**config.mk**
```make
export PLATFORM = sky130hd
export DESIGN_NAME = serial_addsub_ctrl
export DESIGN_NICKNAME = d
export VERILOG_FILES = /design/src/rtl/addsub_pkg.sv /design/src/rtl/addsub_bit_cell.sv /design/src/rtl/serial_addsub_ctrl.sv
export SDC_FILE = /design/constraint.sdc
export NUM_CORES = 1
export LEC_CHECK = 0
export CORE_UTILIZATION = 34
export DETAILED_ROUTE_END_ITERATION = 6
export SKIP_CTS_REPAIR_TIMING = 1
export SLEW_MARGIN = 15
export SYNTH_ARGS = -nofsm -noshare
export SYNTH_HDL_FRONTEND = slang
export SYNTH_SLANG_ARGS = --single-unit
```
**constraint.sdc**
```tcl
create_clock -name clk -period 1.95 [get_ports clk]
set_clock_uncertainty 0.2 [all_clocks]
set_input_delay 0.585 -clock clk [delete_from_list [all_inputs] [get_ports clk]]
set_output_delay 0.585 -clock clk [all_outputs]
set_load 0.005 [all_outputs]
```
**src/rtl/addsub_pkg.sv**
```systemverilog
// Shared types and helpers for the bit-serial add/subtract sequencer.
package addsub_pkg;

  typedef enum logic [1:0] {
    ST_IDLE = 2'd0,
    ST_RUN  = 2'd1,
    ST_DONE = 2'd2
  } state_t;

  localparam logic OP_ADD = 1'b0;
  localparam logic OP_SUB = 1'b1;

  // Bit-counter width; a 1-bit operand still needs a 1-bit counter.
  function automatic int unsigned cnt_w(input int unsigned width);
    return (width > 1) ? $clog2(width) : 1;
  endfunction

endpackage

```
**src/rtl/addsub_bit_cell.sv**
```systemverilog
// One-bit add/subtract cell: two half-add/sub stages joined by an OR on the
// carry/borrow terms. Purely combinational.
//   ai, bi : operand bits (ai is the minuend bit when subtracting)
//   ci     : incoming carry (add) or borrow (subtract)
//   op     : OP_ADD / OP_SUB
//   r      : sum / difference bit
//   co     : outgoing carry / borrow
module addsub_bit_cell
  import addsub_pkg::*;
(
  input  logic ai,
  input  logic bi,
  input  logic ci,
  input  logic op,
  output logic r,
  output logic co
);

  logic is_sub;
  logic h1;
  logic g1;
  logic g2;

  assign is_sub = (op == OP_SUB);

  // First stage: ai (+/-) bi. Inverting the minuend turns generate into borrow.
  assign h1 = ai ^ bi;
  assign g1 = (ai ^ is_sub) & bi;

  // Second stage: h1 (+/-) ci.
  assign r  = h1 ^ ci;
  assign g2 = (h1 ^ is_sub) & ci;

  assign co = g1 | g2;

endmodule

```
**src/rtl/serial_addsub_ctrl.sv**
```systemverilog
// Bit-serial WIDTH-bit add/subtract sequencer with valid/ready on both sides.
// One operand pair is latched per transaction and processed LSB-first, one bit
// per clock, through a single shared addsub_bit_cell.
//   clk, rst             : clock, asynchronous active-high reset
//   req_valid/req_ready  : request handshake (ready only in IDLE)
//   req_op, req_a, req_b : 0 = a+b, 1 = a-b
//   res_valid/res_ready  : result handshake (valid only in DONE)
//   res_data, res_cout   : result modulo 2^WIDTH, final carry/borrow
//   busy                 : high in RUN or DONE
module serial_addsub_ctrl
  import addsub_pkg::*;
#(
  parameter int unsigned WIDTH = 8
) (
  input  logic             clk,
  input  logic             rst,
  input  logic             req_valid,
  output logic             req_ready,
  input  logic             req_op,
  input  logic [WIDTH-1:0] req_a,
  input  logic [WIDTH-1:0] req_b,
  output logic             res_valid,
  input  logic             res_ready,
  output logic [WIDTH-1:0] res_data,
  output logic             res_cout,
  output logic             busy
);

  localparam int unsigned CW = cnt_w(WIDTH);

  state_t           state_q, state_d;
  logic [WIDTH-1:0] a_sh_q, a_sh_d;
  logic [WIDTH-1:0] b_sh_q, b_sh_d;
  logic [WIDTH-1:0] acc_q, acc_d;
  logic [WIDTH-1:0] res_data_q, res_data_d;
  logic [CW-1:0]    cnt_q, cnt_d;
  logic             op_q, op_d;
  logic             carry_q, carry_d;
  logic             res_cout_q, res_cout_d;
  logic             req_ready_q, req_ready_d;
  logic             res_valid_q, res_valid_d;
  logic             busy_q, busy_d;

  logic accept;
  logic last_bit;
  logic cell_r;
  logic cell_co;

  assign accept   = (state_q == ST_IDLE) && req_valid;
  assign last_bit = (state_q == ST_RUN) && (cnt_q == CW'(WIDTH - 1));

  addsub_bit_cell u_cell (
    .ai (a_sh_q[0]),
    .bi (b_sh_q[0]),
    .ci (carry_q),
    .op (op_q),
    .r  (cell_r),
    .co (cell_co)
  );

  // State register.
  always_ff @(posedge clk or posedge rst) begin
    if (rst) begin
      state_q <= ST_IDLE;
    end else begin
      state_q <= state_d;
    end
  end

  // Next-state logic.
  always_comb begin
    state_d = state_q;
    unique case (state_q)
      ST_IDLE: if (accept)    state_d = ST_RUN;
      ST_RUN:  if (last_bit)  state_d = ST_DONE;
      ST_DONE: if (res_ready) state_d = ST_IDLE;
      default:                state_d = ST_IDLE;
    endcase
  end

  // Handshake outputs are registered decodes of the upcoming state.
  always_comb begin
    req_ready_d = (state_d == ST_IDLE);
    res_valid_d = (state_d == ST_DONE);
    busy_d      = (state_d != ST_IDLE);
  end

  // Datapath: latch on accept, shift one bit per RUN cycle, publish on the last bit.
  always_comb begin
    a_sh_d     = a_sh_q;
    b_sh_d     = b_sh_q;
    acc_d      = acc_q;
    op_d       = op_q;
    carry_d    = carry_q;
    cnt_d      = cnt_q;
    res_data_d = res_data_q;
    res_cout_d = res_cout_q;
    if (accept) begin
      a_sh_d  = req_a;
      b_sh_d  = req_b;
      op_d    = req_op;
      carry_d = 1'b0;
      cnt_d   = '0;
    end else if (state_q == ST_RUN) begin
      a_sh_d  = a_sh_q >> 1;
      b_sh_d  = b_sh_q >> 1;
      // New bit enters at the MSB so bit 0 lands in place after WIDTH shifts.
      acc_d   = (acc_q >> 1) | (WIDTH'(cell_r) << (WIDTH - 1));
      carry_d = cell_co;
      cnt_d   = cnt_q + CW'(1);
      if (last_bit) begin
        cnt_d      = '0;
        res_data_d = acc_d;
        res_cout_d = cell_co;
      end
    end
  end

  // Datapath and output registers.
  always_ff @(posedge clk or posedge rst) begin
    if (rst) begin
      a_sh_q      <= '0;
      b_sh_q      <= '0;
      acc_q       <= '0;
      op_q        <= 1'b0;
      carry_q     <= 1'b0;
      cnt_q       <= '0;
      res_data_q  <= '0;
      res_cout_q  <= 1'b0;
      req_ready_q <= 1'b1;
      res_valid_q <= 1'b0;
      busy_q      <= 1'b0;
    end else begin
      a_sh_q      <= a_sh_d;
      b_sh_q      <= b_sh_d;
      acc_q       <= acc_d;
      op_q        <= op_d;
      carry_q     <= carry_d;
      cnt_q       <= cnt_d;
      res_data_q  <= res_data_d;
      res_cout_q  <= res_cout_d;
      req_ready_q <= req_ready_d;
      res_valid_q <= res_valid_d;
      busy_q      <= busy_d;
    end
  end

  assign req_ready = req_ready_q;
  assign res_valid = res_valid_q;
  assign busy      = busy_q;
  assign res_data  = res_data_q;
  assign res_cout  = res_cout_q;

endmodule

```
==> results of run 1 <==
routing by layer:
metal / global-route usage (%) / wire, um / up-vias
met4: 4.73 / 42 / 0
met3: 5.29 / 173 / 5
met1: 19.7 / 1730 / 609
met2: 21.4 / 1610 / 31
met5: 0 / 0 / -
li1: - / - / 668
state kept, by name (all words and copies together) (netlist names), 2 cells and up:
name / cells
a_sh_q: 8
acc_q: 7
b_sh_q: 8
cnt_q: 3
res_data: 8
state_q: 2
stage by stage:
stage	power (W)	TNS (ns)	setup WS [ns]	cell area, um^2	instances
6_report	0.00323	0	0.150	2410	282
5_1_grt	0.00352	0	0.0370	2410	282
3_3_place_gp	0.00270	-0.553	-0.139	2290	274
2_1_floorplan	0.00223	0	0.192	1850	170
4_1_cts	0.00331	-0.183	-0.158	2380	282
3_5_place_dp	0.00274	-1.06	-0.159	2290	274
synth_stat cells, drive strengths merged (3+ instances only):
master	instances
a22oi	13
buf	10
nand3	3
nand2	29
a21oi	10
mux2	8
dfrtp	41
o21ai	18
nor2b	11
a22o	3
layout make-up:
cell class	instances	share of cell area, %
Clock buffer	5	2.85
Clock inverter	3	0.881
Inverter	2	0.311
Multi-Input combinational cell	114	29.4
Sequential cell	42	43.6
Tap cell	70	3.63
Timing Repair Buffer	46	19.4
cells by family after synthesis:
group	share of synthesized area, %
xor+xnor	1.42
fa+ha+maj	1.35
compound gates	16.6
buf+inv	4.61
mux	4.88
flops	57.0
simple gates	14.2
worst max-delay path, delay by kind of cell:
kind,cells,cell delay [ns]
mux,1,0.32
simple gates,2,0.35
buf+inv,1,0.53
how the worst min path moves through the flow:
stage	start	to	slack (ns)	cells after the start
after floorplan	acc_q[1]	acc_q[1]	0.24	2
after global placement	b_sh_q[2]	b_sh_q[2]	0.26	2
after detailed placement	b_sh_q[3]	b_sh_q[3]	0.27	2
after global routing	cnt_q[0]	cnt_q[0]	0.31	1
final	b_sh_q[3]	b_sh_q[3]	0.28	2
after CTS	b_sh_q[3]	b_sh_q[3]	0.29	2
report_power, final:
group	switching [W]	total, W	internal [W]
Sequential	0.000257	0.00149	0.00123
Clock	0.000305	0.000557	0.000251
Combinational	0.000531	0.00118	0.000650
==> summary.txt, run 1 <==
RD Place Congestion = 0.728
Vias in the first global route = 1,324
Area growth from synthesis to layout = 30.8%
Clock transition at the registers of the reported paths = 0.08 ns
Crit path launch type = input pin
GR Overflow Total = 0
Min Hold Slack = 0.283 ns
Most frequent cells in the layout = dfrtp_1 (41), nand2_1 (29), clkdlybuf4s50_1 (20), o21ai_0 (18)
Ys flop type = dfrtp_1
VDD IR-drop max = 0.000526 V
Number of vias per cell = 4.66
CP max FO = 5
Port bufs = 32
Num CTS Buffers = 5
Worst Path Arrival = 1.78 ns
CP Class = in -> reg
Die width = 75.7 um
Worst reg2reg path depth = 5
Die area = 5730 um^2
Detailed router's first-iteration violation count = 85
Gate Count Post-Synth = 170
Root Driver = clkbuf_8
Setup crit end kind = register
DRC = 0
H-tree levels = 2
Commonest non-fill, non-tap cell in the layout = dfrtp_1
F_max = 0.556 GHz
FILL cells = 485
Number of synthesized register bits = 42
Relative max-transition margin = 69.4%
Reg-to-reg slack, setup = 0.19 ns
Crit Reg-Reg Startpoint = cnt_q[0]
Reg area = 1050 um^2
Setup Viol. Count Final = 0
Status = finished clean
Cell Chain, Critical Path = clkdlybuf4s50_1 -> nor2b_1 -> and2b_1 -> mux2_1
Via count = 1,313
Reg-to-Reg End = busy
Initial Utilization = 35.7%
Die Y = 75.7 um
Layout cells sized above 1 = 14.6%
Wire per inst = 12.6 um
HP Class = reg -> reg
Clk Latency, worst-skew pair = 0.29 ns
Crit path launch = req_valid
Fin util = 46.7%
Synth area leader = dfrtp_1
IO Pins = 33
Data required, critical path = 1.93 ns
Ys async rst share = 100%
Fin. Hold Viols = 0
Post-synth top area share = 55.6%
Post-synthesis sequential area ratio = 57.0%
Syn avg cell area = 10.9 um^2
Core Area = 5170 um^2
Largest net degree at the start of global routing = 43
Static Leak = 1.24 nW
WL final = 3560 um
Worst slew pin tran = 0.458 ns
CTS max path bufs = 2
Row count = 26
Synth area leaders = dfrtp_1 (56%), nand2_1 (5.9%), a22oi_1 (5.3%)
Synthesized cell area = 1850 um^2
Max incr delay on CP = 0.53 ns
GRT Util Overall = 14.5%
Count of cell types in the netlist = 30
Multi-input gate area = 709 um^2
Tmin final = 1.80 ns
DP HPWL = 2460 um
Post-layout nets = 234
Antenna cells = 0
Clock Sinks = 42
Worst Setup EP = op_q
Synth warnings = 0
Net Count, Synth = 193
Post-route ant nets = 0
Initial antenna violation count = 0
Final Max Tran Viols = 0
CTS tree = yes
Period utilization = 92.3%
PD cells = 1340 nW/um^2
Crit-path slowest cell = clkdlybuf4s50_1
Global-route wire length before repair = 6060 um
Unrepaired setup endpoints after global routing = false
Detailed Routing Iterations Pass 1 = 4
Max-cap violations = 0
Post-synth EDFFs = 0
No activity file was read; power rests on OpenSTA's default activity.
==> run 2: changes to the inputs <==
Settings changed: CAP_MARGIN from default to 25.
==> results of run 2 <==
Same layout as run 1: the final DEF is identical, and so are final timing and power.
